<file path="config.mk">
export PLATFORM = sky130hd
export DESIGN_NAME = tt_um_willow240_uart_tx
export DESIGN_NICKNAME = d
export VERILOG_FILES = /design/src/rtl/uart_tx_pkg.sv /design/src/rtl/uart_baud_gen.sv /design/src/rtl/tt_um_willow240_uart_tx.sv
export SDC_FILE = /design/constraint.sdc
export NUM_CORES = 1
export LEC_CHECK = 0
export BUFFER_PORTS_ARGS = -buffer_cell sky130_fd_sc_hd__buf_2
export CORE_ASPECT_RATIO = 0.9
export CORE_MARGIN = 4
export CORE_UTILIZATION = 54
export DETAILED_ROUTE_END_ITERATION = 7
export GPL_ROUTABILITY_DRIVEN = 0
export PLACE_DENSITY = 0.84
export SLEW_MARGIN = 25
export SYNTH_ARGS = -nofsm -noshare
export SYNTH_HDL_FRONTEND = slang
export SYNTH_SLANG_ARGS = --single-unit
export TNS_END_PERCENT = 20
</file>
<file path="constraint.sdc">
create_clock -name clk -period 1.9 [get_ports clk]
set_input_delay 0.19 -clock clk [delete_from_list [all_inputs] [get_ports clk]]
set_output_delay 0.19 -clock clk [all_outputs]
set_load 0.02 [all_outputs]
</file>
<file path="src/rtl/uart_tx_pkg.sv">
// Shared types and constants for the Willow240 UART transmitter.
package uart_tx_pkg;

    localparam int unsigned BAUD_W = 16;

    localparam int unsigned PAR_NONE = 0;
    localparam int unsigned PAR_EVEN = 1;
    localparam int unsigned PAR_ODD  = 2;

    typedef enum logic [2:0] {
        StIdle,
        StStart,
        StData,
        StParity,
        StStop
    } tx_state_e;

endpackage

</file>
<file path="src/rtl/uart_baud_gen.sv">
// Bit-period counter: counts 0..CLKS_PER_BIT-1 and flags the last cycle of each bit.
module uart_baud_gen
    import uart_tx_pkg::*;
#(
    parameter int unsigned CLKS_PER_BIT = 434
) (
    input  logic              clk,
    input  logic              rst_n,
    input  logic              clear,
    output logic [BAUD_W-1:0] count,
    output logic              bit_end
);

    localparam logic [BAUD_W-1:0] LAST = BAUD_W'(CLKS_PER_BIT - 1);

    logic [BAUD_W-1:0] count_q, count_d;

    always_comb begin
        count_d = count_q + 1'b1;
        if (clear || count_q == LAST) begin
            count_d = '0;
        end
    end

    always_ff @(posedge clk or negedge rst_n) begin
        if (!rst_n) begin
            count_q <= '0;
        end else begin
            count_q <= count_d;
        end
    end

    assign count   = count_q;
    assign bit_end = (count_q == LAST);

endmodule

</file>
<file path="src/rtl/tt_um_willow240_uart_tx.sv">
// UART transmitter tile top: valid/ready byte intake on the pins, framed serial out on uo_out[0].
module tt_um_willow240_uart_tx
    import uart_tx_pkg::*;
#(
    parameter int unsigned CLKS_PER_BIT = 434,
    parameter int unsigned PARITY       = 0,
    parameter int unsigned STOP_BITS    = 1
) (
    input  logic       clk,
    input  logic       rst_n,
    input  logic       ena,
    input  logic [7:0] ui_in,
    input  logic [7:0] uio_in,
    output logic [7:0] uio_out,
    output logic [7:0] uio_oe,
    output logic [7:0] uo_out
);

    localparam logic [BAUD_W-1:0] PRE_END = BAUD_W'(CLKS_PER_BIT - 2);
    localparam logic              ODD     = (PARITY == PAR_ODD);
    localparam logic              HAS_PAR = (PARITY != PAR_NONE);

    tx_state_e         state_q, state_d;
    logic [7:0]        shift_q, shift_d;
    logic [2:0]        idx_q, idx_d;
    logic              stop_q, stop_d;
    logic              par_q, par_d;
    logic              tx_q, tx_d;
    logic              busy_q, busy_d;
    logic              done_q, done_d;
    logic              accept;
    logic              bit_end;
    logic              last_stop;
    logic [BAUD_W-1:0] count;
    logic              unused;

    assign unused = ^uio_in[7:1];

    assign accept    = (state_q == StIdle) && uio_in[0] && ena;
    assign last_stop = (STOP_BITS == 2) ? stop_q : 1'b1;

    uart_baud_gen #(
        .CLKS_PER_BIT(CLKS_PER_BIT)
    ) u_baud (
        .clk    (clk),
        .rst_n  (rst_n),
        .clear  (accept),
        .count  (count),
        .bit_end(bit_end)
    );

    always_comb begin
        state_d = state_q;
        shift_d = shift_q;
        idx_d   = idx_q;
        stop_d  = stop_q;
        par_d   = par_q;
        unique case (state_q)
            StIdle: begin
                if (accept) begin
                    state_d = StStart;
                    shift_d = ui_in;
                    idx_d   = '0;
                    stop_d  = 1'b0;
                    par_d   = (^ui_in) ^ ODD;
                end
            end
            StStart: begin
                if (bit_end) state_d = StData;
            end
            StData: begin
                if (bit_end) begin
                    shift_d = shift_q >> 1;
                    if (idx_q == 3'd7) begin
                        state_d = HAS_PAR ? StParity : StStop;
                    end else begin
                        idx_d = idx_q + 3'd1;
                    end
                end
            end
            StParity: begin
                if (bit_end) state_d = StStop;
            end
            StStop: begin
                if (bit_end) begin
                    if (last_stop) state_d = StIdle;
                    else stop_d = 1'b1;
                end
            end
            default: state_d = StIdle;
        endcase
    end

    // Outputs are registered from next-state so tx falls on the accepting edge.
    always_comb begin
        tx_d   = 1'b1;
        busy_d = (state_d != StIdle);
        done_d = (state_q == StStop) && last_stop && (count == PRE_END);
        unique case (state_d)
            StIdle:   tx_d = 1'b1;
            StStart:  tx_d = 1'b0;
            StData:   tx_d = shift_d[0];
            StParity: tx_d = par_d;
            StStop:   tx_d = 1'b1;
            default:  tx_d = 1'b1;
        endcase
    end

    always_ff @(posedge clk or negedge rst_n) begin
        if (!rst_n) begin
            state_q <= StIdle;
            shift_q <= '0;
            idx_q   <= '0;
            stop_q  <= 1'b0;
            par_q   <= 1'b0;
            tx_q    <= 1'b1;
            busy_q  <= 1'b0;
            done_q  <= 1'b0;
        end else begin
            state_q <= state_d;
            shift_q <= shift_d;
            idx_q   <= idx_d;
            stop_q  <= stop_d;
            par_q   <= par_d;
            tx_q    <= tx_d;
            busy_q  <= busy_d;
            done_q  <= done_d;
        end
    end

    assign uo_out  = {5'b0, done_q, busy_q, tx_q};
    assign uio_out = {6'b0, ~busy_q, 1'b0};
    assign uio_oe  = 8'h02;

endmodule
</file>
# Word-level counts from Yosys, hierarchy flattened
# Index checks and enable logic that the tools add are counted.
# W data, S select, Z words.
[totals]
reg_bits = 34
latchBits = 0
mem_bits_rw = 0
mem_bits_ro = 0
word_cells = 53
memories = 0
[op_classes]
addsub = 2
n_mul = 0
div_mod_pow = 0
magnitude_cmp = 0
eq_ne = 13
shifts = 0
muxes = 18
bitwise = 1
reduce_logical = 10
[ops]
columns = ["cell", "count"]
rows = [
  ["$eq A16 B9 Y1 const B", 2],
  ["$mux W3", 9],
  ["$add A16 B1 Y16 const B", 1],
  ["$mux W16", 1],
  ["$mux W8", 2],
  ["$pmux W8 S2", 1],
  ["$pmux W3 S5", 1],
  ["$eq A3 B2 Y1 const B", 4],
  ["$reduce_xor A8 Y1", 1],
  ["$eq A3 B1 Y1 const B", 2],
  ["$eq A3 B3 Y1 const B", 2],
  ["$pmux W3 S2", 1],
  ["$ne A2 B2 Y1 const B", 2],
  ["$reduce_and A4 Y1", 1],
  ["$add A3 B1 Y3 const B", 1],
  ["$logic_and A1 B1 Y1", 3],
  ["$logic_not A3 Y1", 1],
  ["$pmux W1 S3", 1],
  ["$reduce_and A3 Y1", 1],
  ["$reduce_bool A3 Y1", 1],
  ["$mux W1", 2],
  ["$ne A2 B1 Y1 const B", 1],
  ["$reduce_bool A2 Y1", 1],
  ["$logic_or A1 B1 Y1", 1],
  ["$not A1 Y1", 1],
]

# Depth between registers and ports, before layout
# Gate-level depths: netlist of the first run.
[depth]
depth_word = 7
mapped_depth = 8

# Hierarchy
# Synthesis of the first run repeated with hierarchy kept, for this count alone.
[hier_totals]
cells_unflattened = 211
hier_area_um2 = 2054.5
[by_module_without_submodules]
columns = ["mod", "n_inst", "cells_per_inst", "area_per_inst_um2"]
rows = [
  ["tt_um_willow240_uart_tx", 1, 128, 1234.9],
  ["uart_baud_gen", 1, 83, 819.5],
]

# Least setup slack after synthesis of the first run
# Ideal clock, no wire load.
[synth_timing]
path_type = "register to register"
startpoint = "register u_baud.count_q[10] (netlist: u_baud.count[10])"
endpoint = "register tx_q"
setup_time_ps = 77
t_arrival_ps = 1651
required_ps = 1823
path_slack_ps = 172
path_stages_with_launch = 7
cell_sequence = "dfrtp_1 > nor4_4 > nand4_4 > or3_1 > a21oi_2 > a21oi_1 > a31oi_1"
[synth_between]
elab_chain_cells = 5
elab_cells_between_ends = 12
classes_between = "4 x eq/ne; 8 x mux"
[synth_lines]
columns = ["item", "line", "rtl"]
rows = [
  ["from (decl)", "uart_baud_gen.sv:16", "logic [BAUD_W-1:0] count_q, count_d;"],
  ["from (signal assigned)", "uart_baud_gen.sv:29", "count_q <= count_d;"],
  ["$eq A16 B9 Y1 (*)", "uart_baud_gen.sv:34", "assign bit_end = (count_q == LAST);"],
  ["$mux W3, on equally long branches", "--", ""],
  ["$pmux W3 S5 (*)", "tt_um_willow240_uart_tx.sv:58", "unique case (state_q)"],
  ["via state_d[1]", "tt_um_willow240_uart_tx.sv:23", "tx_state_e state_q, state_d;"],
  ["$eq A3 B2 Y1 or $eq A3 B1 Y1 (tied branches)", "tt_um_willow240_uart_tx.sv:99", "unique case (state_d)"],
  ["$pmux W1 S3 (*)", "tt_um_willow240_uart_tx.sv:99", ""],
  ["via tx_d", "tt_um_willow240_uart_tx.sv:28", "logic tx_q, tx_d;"],
  ["to (signal assigned)", "tt_um_willow240_uart_tx.sv:125", "tx_q <= tx_d;"],
  ["to (decl)", "tt_um_willow240_uart_tx.sv:28", ""],
]
# Mark *: on every way through the listed nets, which the timed path passes. The rest lies on a longest branch. The select of a mux whose other input is x is not followed.
# A chain may end at the register's enable or synchronous reset.

# Worst setup path in the final report of the first run
[layout_timing]
startpoint = "register u_baud.count_q[14] (netlist: u_baud.count[14])"
endpoint = "register tx_q"
# Same word-level chain as after synthesis.

==> results of run 1 <==
-- worst max-delay path by stage --
stage / slack [ns] / from / endpoint / cells after the start
4_1_cts: 0.007 / u_baud.count[0] / tx_q / 7
3_3_place_gp: 0.08 / u_baud.count[0] / tx_q / 7
3_5_place_dp: 0.06 / u_baud.count[0] / tx_q / 7
6_report: 0.05 / u_baud.count[14] / tx_q / 6
5_1_grt: -0.05 / u_baud.count[13] / tx_q / 6
2_1_floorplan: 0.17 / u_baud.count[10] / tx_q / 6
-- area by class of cell --
| type | count | area share |
|---|---|---|
| Timing Repair Buffer | 28 | 0.0877 |
| Inverter | 9 | 0.0158 |
| Sequential cell | 34 | 0.399 |
| Multi-Input combinational cell | 151 | 0.430 |
| Tap cell | 44 | 0.0257 |
| Clock buffer | 8 | 0.0421 |
-- where the power goes --
| part | internal, mW | switching (mW) | leakage (nW) |
|---|---|---|---|
| Sequential | 0.886 | 0.155 | 0.436 |
| Clock | 0.295 | 0.248 | 0.0455 |
| Combinational | 0.223 | 0.273 | 0.567 |
-- timing repair --
item,CTS,global route
hold endpoints to repair,33,0
hold buffers,1,0
buffers inserted,0,5
setup endpoints to repair,0,10
resized for setup,0,8
-- flip-flops by register name, indices dropped and copies added (netlist names) --
| register | count |
|---|---|
| u_baud.count | 16 |
| shift_q | 8 |
| idx_q | 3 |
| state_q | 3 |
| busy_q | 1 |
| done_q | 1 |
| par_q | 1 |
| tx_q | 1 |
-- worst max-delay path: stages (launching register included) --
cell	delay [ns]
dfrtp_1	0.43
nor4_4	0.37
nand4_4	0.14
or3_1	0.40
a21oi_2	0.18
a21oi_1	0.08
a31oi_1	0.16
-- cell usage in the layout (no fill, tap or decap), types with 3 or more instances in the layout --
cell / Yosys / layout
dfrtp_1: 33 / 31
nand2_1: 27 / 27
nor2_1: 23 / 21
conb_1: 2 / 20
buf_2: 1 / 15
xnor2_1: 12 / 12
nand3_1: 11 / 11
buf_4: 24 / 11
inv_1: 9 / 8
xor2_1: 7 / 7
o21ai_0: 7 / 7
a21oi_1: 6 / 6
a22oi_1: 6 / 6
clkbuf_8: 1 / 6
and3_1: 4 / 4
ha_1: 5 / 4
nand4_1: 3 / 3
or3_1: 3 / 3
-- layer usage --
metal  global-route usage  vias to the layer above  share of wire  wire length, µm
met5                    0                        -              0                0
met4                0.101                        0          0.028               97
met3               0.0279                        9          0.053              182
met2                0.216                       37           0.48             1640
met1                0.204                      666           0.44             1500
li1                     -                      684              -                -
-- per-stage QoR --
stage	hold slack (ns)	util	cell area [µm²]	instances	setup slack (ns)
after global routing	0.157	0.629	2140	274	-0.0522
after detailed placement	0.290	0.582	1980	260	0.0580
after CTS	0.151	0.611	2080	269	0.00711
final	0.152	0.629	2140	274	0.0534
after floorplan	-0.106	-	1980	220	0.172
after global placement	0.283	0.582	1980	260	0.0831
-- cell families after synthesis --
kind of cell,share of synthesized area
flops,0.445
xor+xnor,0.0869
simple gates,0.218
fa+ha+maj,0.0327
buf+inv,0.121
compound gates,0.0869
mux,0.00523
other cells,0.00392
==> results.json, run 1 <==
{
  "outcome": "finished, final reports clean",
  "synth_area_um2": 1920,
  "clockRootBuffer": "clkbuf_8",
  "ys_ff_latch": 34,
  "htree_levels": 2,
  "finalSetupViolCount": 0,
  "required_ns": 2.11,
  "synth_top_area_frac": 0.431,
  "cp-start-kind": "flop",
  "grt_max_degree": 35,
  "drcViolationCount": 0,
  "grt_first_pass_wirelength_um": 5330,
  "final_nets": 253,
  "cp_max_fo": 4,
  "cts.clk_slew.worst_paths_ns": 0.07,
  "total_power_mw": 2.08,
  "yosys_warnings": 0,
  "drtIter0Drc": 84,
  "clkSinkCount": 34,
  "r2r_slack_ns": 0.05,
  "clock_skew_ns": 0.00506,
  "io_buffers": 15,
  "ios": 43,
  "synth.most_common_cell": "dfrtp_1",
  "hold_viol_final": 0,
  "ff_latch_area_um2": 855,
  "crit_arrival_ns": 2.05,
  "wl_per_cell_um": 12.5,
  "fp.dieArea_um2": 4570,
  "initial_core_util": 0.563,
  "maxCapViolCount": 0,
  "worstSetupEndpointType": "flop",
  "r2r_cells": 6,
  "rows": 20,
  "synth_area_leaders": "dfrtp_1, buf_4, xnor2_1",
  "reg2reg_from": "u_baud.count[14]",
  "hold_path.class": "input pin to flop",
  "grt_use_total": 0.150,
  "die_width_um": 70.8,
  "max_freq_mhz": 542,
  "rsz0062_at_grt": "yes",
  "hold_depth": 3,
  "dp_hpwl_um": 2310,
  "die_y_um": 64.5,
  "fill_cells": 257,
  "syn_to_final_growth_pct": 11.8,
  "finalMaxSlewViolations": 0,
  "antenna_found_initial": 0,
  "cts_made_buffers": 5,
  "multi_input_area_um2": 920,
  "coreArea_um2": 3400,
  "clk_path_buf_depth": 2,
  "min_period_ns": 1.85,
  "drive_gt1_frac": 0.213,
  "setup_tns_ns": 0,
  "synth_cell_types": 32,
  "worst_slew_pin_slew_ns": 0.715,
  "grt_pass1_vias": 1172,
  "wl_um": 3420,
  "vias_per_cell": 5.09,
  "r2r-end": "tx_q",
  "syn_area_per_cell_um2": 9.48,
  "cts_tree": "done",
  "max_slew_margin": 0.523,
  "peakVddDrop_mv": 0.379,
  "worstSetupPathType": "flop to flop",
  "yosysTopAreaCell": "dfrtp_1",
  "postSynthCellCount": 202,
  "min_from": "ui_in[7]",
  "p_per_area_nw_per_um2": 971,
  "synth_seq_area_share": 0.445,
  "yosys_most_used_dff": "dfrtp_1",
  "drt_first_pass_iters": 5,
  "grt_overflow_total": 0,
  "min_to": "shift_q[7]",
  "synthTopCellsByCount": "dfrtp_1, nand2_1, buf_4, nor2_1, xnor2_1",
  "ant_nets": 0,
  "clk_latency_ns": 0.28,
  "n_antenna_cell": 0,
  "vias": 1396,
  "fin_crit_sh": 0.972,
  "synth_edf_count": 0,
  "async_flop_share": 1.00,
  "p_leak_nw": 1.05
}
No activity file was read; power rests on OpenSTA's default activity.
==> run 2: changes to the inputs <==
--- a/config.mk
+++ b/config.mk
@@ -8,10 +8,10 @@
 export BUFFER_PORTS_ARGS = -buffer_cell sky130_fd_sc_hd__buf_2
 export CORE_ASPECT_RATIO = 0.9
 export CORE_MARGIN = 4
-export CORE_UTILIZATION = 54
+export CORE_UTILIZATION = 58
 export DETAILED_ROUTE_END_ITERATION = 7
 export GPL_ROUTABILITY_DRIVEN = 0
-export PLACE_DENSITY = 0.84
+export PLACE_DENSITY = 0.89
 export SLEW_MARGIN = 25
 export SYNTH_ARGS = -nofsm -noshare
 export SYNTH_HDL_FRONTEND = slang
==> constraint.sdc (replaced) <==
create_clock -name clk -period 2.2 [get_ports clk]
set_input_delay 0.22 -clock clk [delete_from_list [all_inputs] [get_ports clk]]
set_output_delay 0.22 -clock clk [all_outputs]
set_load 0.02 [all_outputs]
==> results.json, run 2 (synthesized netlist as in run 1, its figures left out) <==
{
  "outcome": "complete, but fails checks",
  "violations": "negative hold slack",
  "cts.clk_slew.worst_paths_ns": 0.07,
  "fill_cells": 243,
  "cts_tree": "done",
  "clock_skew_ns": 0.00906,
  "max_slew_margin": 0.513,
  "wl_per_cell_um": 12.2,
  "cts_setup_buffers": 0,
  "worst_slew_pin_slew_ns": 0.731,
  "final_nets": 243,
  "coreArea_um2": 3110,
  "cp-start-kind": "flop",
  "ios": 43,
  "initial_core_util": 0.615,
  "worstSetupPathType": "flop to flop",
  "rows": 19,
  "holdWs_ns": -0.00459,
  "fin_util": 0.648,
  "hold_buffers": 0,
  "ant_nets": 0,
  "finalMaxSlewViolations": 0,
  "fin_cells": 262,
  "sequentialPowerShare": 0.521,
  "setup_tns_ns": 0,
  "vias_per_cell": 5.09,
  "multi_input_area_um2": 898,
  "rsz0062_at_grt": "no",
  "fin_crit_sh": 0.889,
  "n_antenna_cell": 0,
  "largest_reg_flops": 16,
  "htree_levels": 2,
  "clkSinkCount": 34,
  "ff_latch_area_um2": 852,
  "cp_max_fo": 10,
  "die_y_um": 62.5,
  "clk_latency_ns": 0.28,
  "p_comb_frac": 0.225,
  "required_ns": 2.41,
  "path_cells": "nor4_4, nand4_4, or3_1, a21oi_2, a21oi_1, a31oi_1",
  "dp_hpwl_um": 2290,
  "cpLargestDelayFamily": "simple AND/OR/NAND/NOR gates",
  "maxCapViolCount": 0,
  "final_cell_mix": "dfrtp_1, nand2_1, nor2_1",
  "grt_overflow_total": 0,
  "antenna_found_initial": 0,
  "grt_use_total": 0.170,
  "grt_first_pass_wirelength_um": 5580,
  "die_width_um": 68.6,
  "crit_arrival_ns": 2.16,
  "clk_path_buf_depth": 2,
  "fp.dieArea_um2": 4290,
  "p_clk_frac": 0.254,
  "clockRootBuffer": "clkbuf_8",
  "io_buffers": 15,
  "cp_slowest_cell": "dfrtp_1",
  "drive_gt1_frac": 0.159,
  "internal-power_mw": 1.14,
  "min_period_ns": 1.96,
  "power.switching_uw": 555,
  "peakVddDrop_mv": 0.433,
  "ctsResizeCount": 0,
  "p_per_area_nw_per_um2": 841,
  "vias": 1333,
  "grt_max_degree": 35,
  "p_leak_nw": 1.00,
  "max_freq_mhz": 511,
  "drtIter0Drc": 135,
  "worstSetupEndpointType": "flop",
  "drt_first_pass_iters": 4,
  "final_common_cell": "dfrtp_1",
  "finalSetupViolCount": 0,
  "syn_to_final_growth_pct": 5.29,
  "dp_cells": 254,
  "cpPeakStageDelay_ns": 0.45,
  "cts_made_buffers": 5,
  "cp_num_buf_inv": 0,
  "grt_pass1_vias": 1227,
  "hold_path.class": "input pin to asynchronous set/reset pin",
  "total_power_mw": 1.70,
  "wl_um": 3190,
  "switching_share": 0.327,
  "drcViolationCount": 0,
  "hold_viol_final": 6
}
==> run 2: area by class of cell <==
class,instances,area share
inverters,9,0.0167
repair buffers,18,0.0484
well taps,42,0.0261
clock buffers,6,0.0360
flip-flops and latches,34,0.422
clock inverters,2,0.00496
multi-input cells,151,0.445
==> run 2: power by group through the flow <==
stage / logic, mW / registers (mW) / clock network [mW]
floorplan: 0.333 / 0.865 / 0
global placement: 0.360 / 0.884 / 0
detailed placement: 0.376 / 0.890 / 0
CTS: 0.384 / 0.880 / 0.438
global route: 0.446 / 0.901 / 0.471
finish: 0.382 / 0.883 / 0.431
==> run 2: path summary, 6_finish.rpt <==
kind	slack, ns	cells past startpoint	endpoint	from
worst max-delay path	0.24	6	tx_q	u_baud.count[10]
worst min-delay path	-0.005	1	u_baud.count[13]	rst_n
worst max register to register	0.24	6	tx_q	u_baud.count[10]
worst min register to register	0.48	2	shift_q[6]	shift_q[6]
max in group asynchronous	1.74	1	shift_q[7]	rst_n
min in group clk	0.19	3	shift_q[7]	ui_in[7]
==> run 2: routing by layer <==
metal / part of all wire / global-route usage
met2: 0.45 / 0.244
met4: 0.024 / 0.0794
met5: 0 / 0
met1: 0.46 / 0.236
met3: 0.061 / 0.0432
==> run 2: worst register-to-register path, stage by stage, from the launching register on <==
cell and delay (ns):
dfrtp_1 0.45, nor4_4 0.38, nand4_4 0.24, or3_1 0.39, a21oi_2 0.19, a21oi_1 0.08, a31oi_1 0.15
==> run 2: stage by stage <==
step / hold slack, ns / instance area (µm²) / setup slack, ns
after floorplan: -0.0756 / 1980 / 0.472
after global placement: 0.312 / 1930 / 0.307
after detailed placement: 0.319 / 1930 / 0.243
after CTS: 0.0177 / 2020 / 0.232
after global routing: 0.0507 / 2020 / 0.101
final: -0.00459 / 2020 / 0.245
